**src/rtl/clock_time_counter.sv**
```systemverilog
// BCD time-of-day counter: 1 Hz prescaler plus HH:MM:SS digits,
// with a set mode that freezes time and steps minutes and hours.
module clock_time_counter #(
    parameter int unsigned TICK_DIV = 50000000
) (
    input  logic       clk_i,
    input  logic       rst_i,
    input  logic       set_i,
    input  logic       inc_min_i,
    input  logic       inc_hour_i,
    output logic [3:0] sec_unit_o,
    output logic [3:0] sec_ten_o,
    output logic [3:0] min_unit_o,
    output logic [3:0] min_ten_o,
    output logic [3:0] hour_unit_o,
    output logic [3:0] hour_ten_o,
    output logic       tick_1hz_o
);

    localparam int unsigned PW = $clog2(TICK_DIV);
    localparam logic [PW-1:0] PMAX = PW'(TICK_DIV - 1);

    logic [PW-1:0] presc, presc_nx;
    logic          tick_nx;
    logic [3:0]    su_nx, st_nx, mu_nx, mt_nx, hu_nx, ht_nx;
    logic          wrap;
    logic          sec_c, min_c, hr_c;

    // Returns {carry, ten, unit} for a 00..59 field.
    function automatic logic [8:0] inc60(input logic [3:0] t,
                                         input logic [3:0] u);
        logic [3:0] nt, nu;
        logic       c;
        nt = t;
        nu = u + 4'd1;
        c  = 1'b0;
        if (u == 4'd9) begin
            nu = 4'd0;
            if (t == 4'd5) begin
                nt = 4'd0;
                c  = 1'b1;
            end else begin
                nt = t + 4'd1;
            end
        end
        return {c, nt, nu};
    endfunction

    // Returns {carry, ten, unit} for a 00..23 field.
    function automatic logic [8:0] inc24(input logic [3:0] t,
                                         input logic [3:0] u);
        logic [3:0] nt, nu;
        logic       c;
        nt = t;
        nu = u + 4'd1;
        c  = 1'b0;
        if (t == 4'd2 && u == 4'd3) begin
            nt = 4'd0;
            nu = 4'd0;
            c  = 1'b1;
        end else if (u == 4'd9) begin
            nu = 4'd0;
            nt = t + 4'd1;
        end
        return {c, nt, nu};
    endfunction

    assign wrap = (presc == PMAX);

    always_comb begin
        presc_nx = wrap ? '0 : presc + 1'b1;
        tick_nx  = 1'b0;
        su_nx    = sec_unit_o;
        st_nx    = sec_ten_o;
        mu_nx    = min_unit_o;
        mt_nx    = min_ten_o;
        hu_nx    = hour_unit_o;
        ht_nx    = hour_ten_o;
        sec_c    = 1'b0;
        min_c    = 1'b0;
        hr_c     = 1'b0;
        if (set_i) begin
            presc_nx = '0;
            su_nx    = 4'd0;
            st_nx    = 4'd0;
            if (inc_min_i)
                {min_c, mt_nx, mu_nx} = inc60(min_ten_o, min_unit_o);
            if (inc_hour_i)
                {hr_c, ht_nx, hu_nx} = inc24(hour_ten_o, hour_unit_o);
        end else if (wrap) begin
            tick_nx = 1'b1;
            {sec_c, st_nx, su_nx} = inc60(sec_ten_o, sec_unit_o);
            if (sec_c)
                {min_c, mt_nx, mu_nx} = inc60(min_ten_o, min_unit_o);
            if (sec_c && min_c)
                {hr_c, ht_nx, hu_nx} = inc24(hour_ten_o, hour_unit_o);
        end
    end

    always_ff @(posedge clk_i or posedge rst_i) begin
        if (rst_i) begin
            presc       <= '0;
            tick_1hz_o  <= 1'b0;
            sec_unit_o  <= 4'd0;
            sec_ten_o   <= 4'd0;
            min_unit_o  <= 4'd0;
            min_ten_o   <= 4'd0;
            hour_unit_o <= 4'd0;
            hour_ten_o  <= 4'd0;
        end else begin
            presc       <= presc_nx;
            tick_1hz_o  <= tick_nx;
            sec_unit_o  <= su_nx;
            sec_ten_o   <= st_nx;
            min_unit_o  <= mu_nx;
            min_ten_o   <= mt_nx;
            hour_unit_o <= hu_nx;
            hour_ten_o  <= ht_nx;
        end
    end

endmodule
```
**config.mk**
```make
export PLATFORM = sky130hd
export DESIGN_NAME = clock_time_counter
export DESIGN_NICKNAME = d
export VERILOG_FILES = /design/src/rtl/clock_time_counter.sv
export SDC_FILE = /design/constraint.sdc
export NUM_CORES = 1
export LEC_CHECK = 0
export BUFFER_PORTS_ARGS = -buffer_cell sky130_fd_sc_hd__buf_4
export CORE_ASPECT_RATIO = 0.8
export CORE_MARGIN = 2
export CORE_UTILIZATION = 40
export CTS_CLUSTER_SIZE = 20
export DETAILED_ROUTE_END_ITERATION = 10
export GPL_TIMING_DRIVEN = 0
export PLACE_DENSITY = 0.66
export SETUP_SLACK_MARGIN = 0.02
export SYNTH_ARGS = -nofsm -noshare
export SYNTH_HDL_FRONTEND = slang
export SYNTH_SLANG_ARGS = --single-unit
```
**constraint.sdc**
```tcl
create_clock -name clk_i -period 3.6 [get_ports clk_i]
set_input_delay 0.72 -clock clk_i [delete_from_list [all_inputs] [get_ports clk_i]]
set_output_delay 0.72 -clock clk_i [all_outputs]
set_load 0.01 [all_outputs]
```
==> results of run 1 <==
[worst max-delay path by stage]
stage	cells after the start	from	endpoint	slack, ps
global placement	7	presc[16]	presc[20]	830
global route	7	presc[18]	presc[10]	570
detailed placement	7	presc[18]	presc[19]	750
finish	7	presc[9]	presc[10]	750
floorplan	5	set_i	hour_ten_o[2]	1150
CTS	7	presc[16]	presc[19]	750
[synthesized netlist by cell type (5+ instances only)]
master | n | area (um2)
nor2_1 | 47 | 176
nor4b_1 | 5 | 43.8
dfrtp_1 | 51 | 1280
nor3_1 | 6 | 30.0
and3_1 | 7 | 43.8
o21ai_0 | 5 | 25.0
clkbuf_1 | 5 | 18.8
nand2_1 | 15 | 56.3
nand3_1 | 7 | 35.0
nand4_1 | 10 | 62.6
nor4_1 | 5 | 31.3
xor2_1 | 8 | 70.1
a21oi_1 | 7 | 35.0
inv_1 | 13 | 48.8
mux2_2 | 7 | 78.8
ha_1 | 5 | 62.6
xnor2_1 | 23 | 201
[flip-flops by register name, indices dropped and copies added, names as in the netlist]
name	count
sec_ten_o	4
sec_unit_o	4
tick_1hz_o	1
hour_unit_o	4
hour_ten_o	4
min_ten_o	4
presc	26
min_unit_o	4
[cell type report]
type	instances	area [um2]
clock inverters	3	20.0
inverters	13	48.8
clock buffers	5	68.8
multi-input cells	205	1340
flip-flops and latches	51	1280
plain buffers	9	38.8
well taps	84	105
fillers	619	3340
repair buffers	30	238
[stage by stage]
step	hold WS (ps)	setup slack, ps
2_1_floorplan	455	1150
3_3_place_gp	485	832
3_5_place_dp	498	747
4_1_cts	397	754
5_1_grt	407	569
6_report	388	750
[cells in the final DEF, fill, tap and decap left out, types with 8 or more instances in the layout]
cell type,count
nand2_1,15
nor2_1,47
nand4_1,10
xor2_1,8
xnor2_1,23
inv_1,12
dfrtp_1,51
buf_4,29
[power by group]
group / total (mW) / switching, mW / internal [mW]
Combinational: 0.372 / 0.171 / 0.201
Sequential: 0.744 / 0.0987 / 0.645
Clock: 0.326 / 0.190 / 0.136
[logic make-up after synthesis]
logic type | Yosys count | share of synthesized area
simple gates | 131 | 0.264
flops | 51 | 0.472
xor+xnor | 31 | 0.100
compound gates | 29 | 0.0708
buf+inv | 22 | 0.0324
mux | 9 | 0.0370
fa+ha+maj | 5 | 0.0231
[critical path, cell delays in order (launching register included)]
cell and delay [ps]:
dfrtp_1 460, nor4bb_1 340, nand4_1 370, nor4_1 860, or2_2 220, buf_2 160
buf_2 230, nor2_1 80
[layer usage]
metal / up-vias / GRT usage / share of wire
li1: 1048 / - / -
met1: 1039 / 0.240 / 0.51
met2: 30 / 0.236 / 0.44
met3: 5 / 0.0359 / 0.039
met4: 0 / 0.0429 / 0.0094
met5: - / 0 / 0
==> results.sh, run 1 <==
export IMPL_vias=2122
export IMPL_initial_core_util=0.418
export IMPL_critPathMaxFanout=10
export IMPL_vias_per_cell=5.31
export IMPL_drtIter0Drc=71
export IMPL_cts_tree="done"
export IMPL_fin_util=0.484
export IMPL_cts_hold_buf=0
export IMPL_ys_warn_count=0
export IMPL_rsz0062_at_grt="no"
export IMPL_fin_crit_ps=2850
export IMPL_areaGrowthSynthToFinish_pct=16.0
export IMPL_stdcell_area_mm2=0.00314
export IMPL_clkSlewWorstSetupHoldPaths_ps=90
export IMPL_core_rowCount=26
export IMPL_cap_violations=0
export IMPL_hp_class="input pin to async pin"
export IMPL_cts_root_buf="clkbuf_8"
export IMPL_clk_path_buf_depth=2
export IMPL_min_period_over_period=0.792
export IMPL_die_y_um=77.5
export IMPL_r2r_start="presc[9]"
export IMPL_path_class="flop to flop"
export IMPL_gp_congestion=0.812
export IMPL_ys_types=50
export IMPL_nNetsFinal=325
export IMPL_grt_pass1_vias=2022
export IMPL_cp_arrival_ps=3040
export IMPL_final_layout_size_suffix_gt1_frac=0.177
export IMPL_cts_sinks=51
export IMPL_wl_per_cell_um=13.6
export IMPL_async_flop_share=1.00
export IMPL_synth_seq_area_share=0.472
export IMPL_dp_hpwl_um=3940
export IMPL_synth_avg_cell_area_um2=9.73
export IMPL_num_io_pins=30
export IMPL_dr_pass1_iters=4
export IMPL_power_mw=1.44
export IMPL_drv_slew=0
export IMPL_ant_nets=0
export IMPL_start_kind="flop"
export IMPL_cts_buffers=5
export IMPL_ys_seq_elements=51
export IMPL_die_w_um=95.9
export IMPL_ys_flop_type="dfrtp_1"
export IMPL_grt_max_degree=36
export IMPL_ir_worst_vdd_uv=322
export IMPL_htreeDepth=2
export IMPL_fmax_mhz=351
export IMPL_grt_pass1_wl_um=9450
export IMPL_post_cts_buffers=0
export IMPL_grtUsageTotal=0.161
export IMPL_finClkSkew_ps=7.50
export IMPL_numPortBuffers=29
export IMPL_num_antenna_cells=0
export IMPL_status="finished, final reports clean"
export IMPL_die_area_mm2=0.00744
export IMPL_reg2reg_setup_slack_ps=750
export IMPL_syn_inst=278
export IMPL_coreArea_mm2=0.00647
export IMPL_syn_nets=288
export IMPL_critPathCaptureType="flop"
export IMPL_dpl_cell_area_mm2=0.00305
export IMPL_final_cells=400
export IMPL_powerDensity_mw_per_mm2=460
export IMPL_leakage_nw=1.30
export IMPL_clkLatencyLatePin_ps=300
export IMPL_netlist_area_mm2=0.00270
export IMPL_max_slew_margin=0.418
export IMPL_synth_edf_count=0
export IMPL_r2r_end="presc[10]"
export IMPL_worstMarginPinSlew_ps=865
export IMPL_reg2reg_depth=7
export IMPL_globalRouteOverflowTotal=0
export IMPL_antenna_found_initial=0
export IMPL_final_setup_viol_count=0
export IMPL_postRouteWirelength_um=5420
export IMPL_drc=0
export IMPL_dp_cells=392
export IMPL_hold_violations=0
export IMPL_cts_resized_gates=0
export IMPL_tns_ps=0
export IMPL_cp_data_required_time_ps=3790
(Power assumes the default switching activity.)
==> inputs of run 2 (changes only) <==
==> constraint.sdc (replaced) <==
create_clock -name clk_i -period 2.95 [get_ports clk_i]
set_input_delay 0.59 -clock clk_i [delete_from_list [all_inputs] [get_ports clk_i]]
set_output_delay 0.59 -clock clk_i [all_outputs]
set_load 0.01 [all_outputs]
==> run 2 against run 1 <==
Clock skew fell by 0.61 ps. Worst hold slack got worse by 130 ps. Clock power up 22%. Largest power group unchanged. Sequential power increased by 22%.
==> results.sh, run 2 (same netlist as run 1, synthesis figures left out) <==
export IMPL_power_mw=1.76
export IMPL_antenna_found_initial=0
export IMPL_critPathCaptureType="flop"
export IMPL_multiInputGateArea_mm2=0.00135
export IMPL_postRouteWirelength_um=5420
export IMPL_grt_max_degree=36
export IMPL_n_fill_cell=617
export IMPL_cts_sinks=51
export IMPL_reg2reg_depth=7
export IMPL_mostFrequentLayoutCell="dfrtp_1"
export IMPL_endpoint="presc[23]"
export IMPL_vias_per_cell=5.29
export IMPL_numPortBuffers=29
export IMPL_final_cell_mix="dfrtp_1, nor2_1, buf_4"
export IMPL_r2r_start="presc[16]"
export IMPL_powerDensity_mw_per_mm2=560
export IMPL_grtUsageTotal=0.161
export IMPL_drv_slew=0
export IMPL_max_slew_margin=0.458
export IMPL_top_register="presc"
export IMPL_drc=0
export IMPL_num_io_pins=30
export IMPL_vias=2115
export IMPL_leakage_nw=1.30
export IMPL_hold_violations=0
export IMPL_final_setup_viol_count=0
export IMPL_htreeDepth=2
export IMPL_regArea_mm2=0.00128
export IMPL_dr_pass1_iters=4
export IMPL_dp_hpwl_um=3940
export IMPL_holdWs_ps=258
export IMPL_num_antenna_cells=0
export IMPL_cts_tree="done"
export IMPL_start_kind="flop"
export IMPL_die_area_mm2=0.00744
export IMPL_die_w_um=95.9
export IMPL_critPathMaxFanout=10
export IMPL_rsz0062_at_grt="no"
export IMPL_ant_nets=0
export IMPL_globalRouteOverflowTotal=0
export IMPL_cts_root_buf="clkbuf_8"
export IMPL_gp_congestion=0.812
export IMPL_fmax_mhz=382
export IMPL_cts_buffers=5
export IMPL_path_class="flop to flop"
export IMPL_ir_worst_vdd_uv=393
export IMPL_cp_data_required_time_ps=3140
export IMPL_status="finished, final reports clean"
export IMPL_coreArea_mm2=0.00647
export IMPL_initial_core_util=0.418
export IMPL_clkLatencyLatePin_ps=300
export IMPL_min_period_over_period=0.887
export IMPL_finClkSkew_ps=6.89
export IMPL_nNetsFinal=325
export IMPL_dpl_cell_area_mm2=0.00305
export IMPL_hp_class="input pin to async pin"
export IMPL_grt_pass1_vias=2022
export IMPL_core_rowCount=26
export IMPL_tns_ps=0
export IMPL_post_cts_buffers=0
export IMPL_grt_pass1_wl_um=9450
export IMPL_r2r_end="presc[23]"
export IMPL_areaGrowthSynthToFinish_pct=16.2
export IMPL_final_layout_size_suffix_gt1_frac=0.180
export IMPL_reg2reg_setup_slack_ps=330
export IMPL_wl_per_cell_um=13.6
export IMPL_drtIter0Drc=85
export IMPL_setup_worst_path_start="presc[16]"
export IMPL_clkSlewWorstSetupHoldPaths_ps=90
export IMPL_clk_path_buf_depth=2
export IMPL_fin_crit_ps=2620
export IMPL_largest_reg_flops=26
export IMPL_cp_arrival_ps=2800
export IMPL_die_y_um=77.5
export IMPL_worstMarginPinSlew_ps=807
export IMPL_cap_violations=0
export IMPL_stdcell_area_mm2=0.00314
==> run 2: how the worst min path moves through the flow <==
stage,start,end,slack [ps],depth (start not counted)
floorplan,presc[0],presc[0],460,1
global placement,presc[0],presc[0],490,1
detailed placement,presc[0],presc[0],500,1
CTS,rst_i,presc[14],270,2
global route,rst_i,presc[14],280,2
finish,rst_i,presc[14],260,2
==> run 2: power by group <==
part | leakage [nW] | switching [mW] | internal (mW)
Combinational | 0.568 | 0.209 | 0.246
Sequential | 0.689 | 0.120 | 0.787
Clock | 0.0402 | 0.233 | 0.165
Total | 1.30 | 0.562 | 1.20
==> run 2: timing repair <==
| item | CTS | global route |
|---|---|---|
| hold buffers | 0 | 0 |
| gates resized for setup | 0 | 1 |
| endpoints found under the setup margin | 0 | 20 |
==> run 2: worst max-delay path, cell delays in order, from the launching register on <==
cell,delay [ps]
dfrtp_1,450
nor4bb_1,350
nand4_1,380
nor4_2,640
or2_2,200
buf_2,160
buf_2,240
nor2_1,70
==> run 2: final cells by class <==
type / count / area share
inverter: 13 / 0.0155
clock buffer: 5 / 0.0219
tap: 84 / 0.0335
sequential: 51 / 0.406
buffer: 9 / 0.0123
multi-input combinational: 205 / 0.429
clock inverter: 3 / 0.00637
timing repair buffer: 30 / 0.0757
==> run 2: per-stage QoR <==
| stage | std cells | setup slack (ps) | utilization |
|---|---|---|---|
| 4_1_cts | 400 | 104 | 0.484 |
| 3_3_place_gp | 391 | 182 | 0.468 |
| 5_1_grt | 400 | 141 | 0.485 |
| 2_1_floorplan | 278 | 626 | - |
| 6_report | 400 | 333 | 0.485 |
| 3_5_place_dp | 392 | 97.2 | 0.471 |
==> run 2: routing by layer <==
metal | vias to the layer above | part of all wire | track usage | wire (um)
met5 | - | 0 | 0 | 0
met4 | 0 | 0.0094 | 0.0429 | 51
met3 | 5 | 0.040 | 0.0359 | 218
met2 | 31 | 0.44 | 0.236 | 2370
met1 | 1030 | 0.51 | 0.240 | 2780
li1 | 1049 | - | - | -
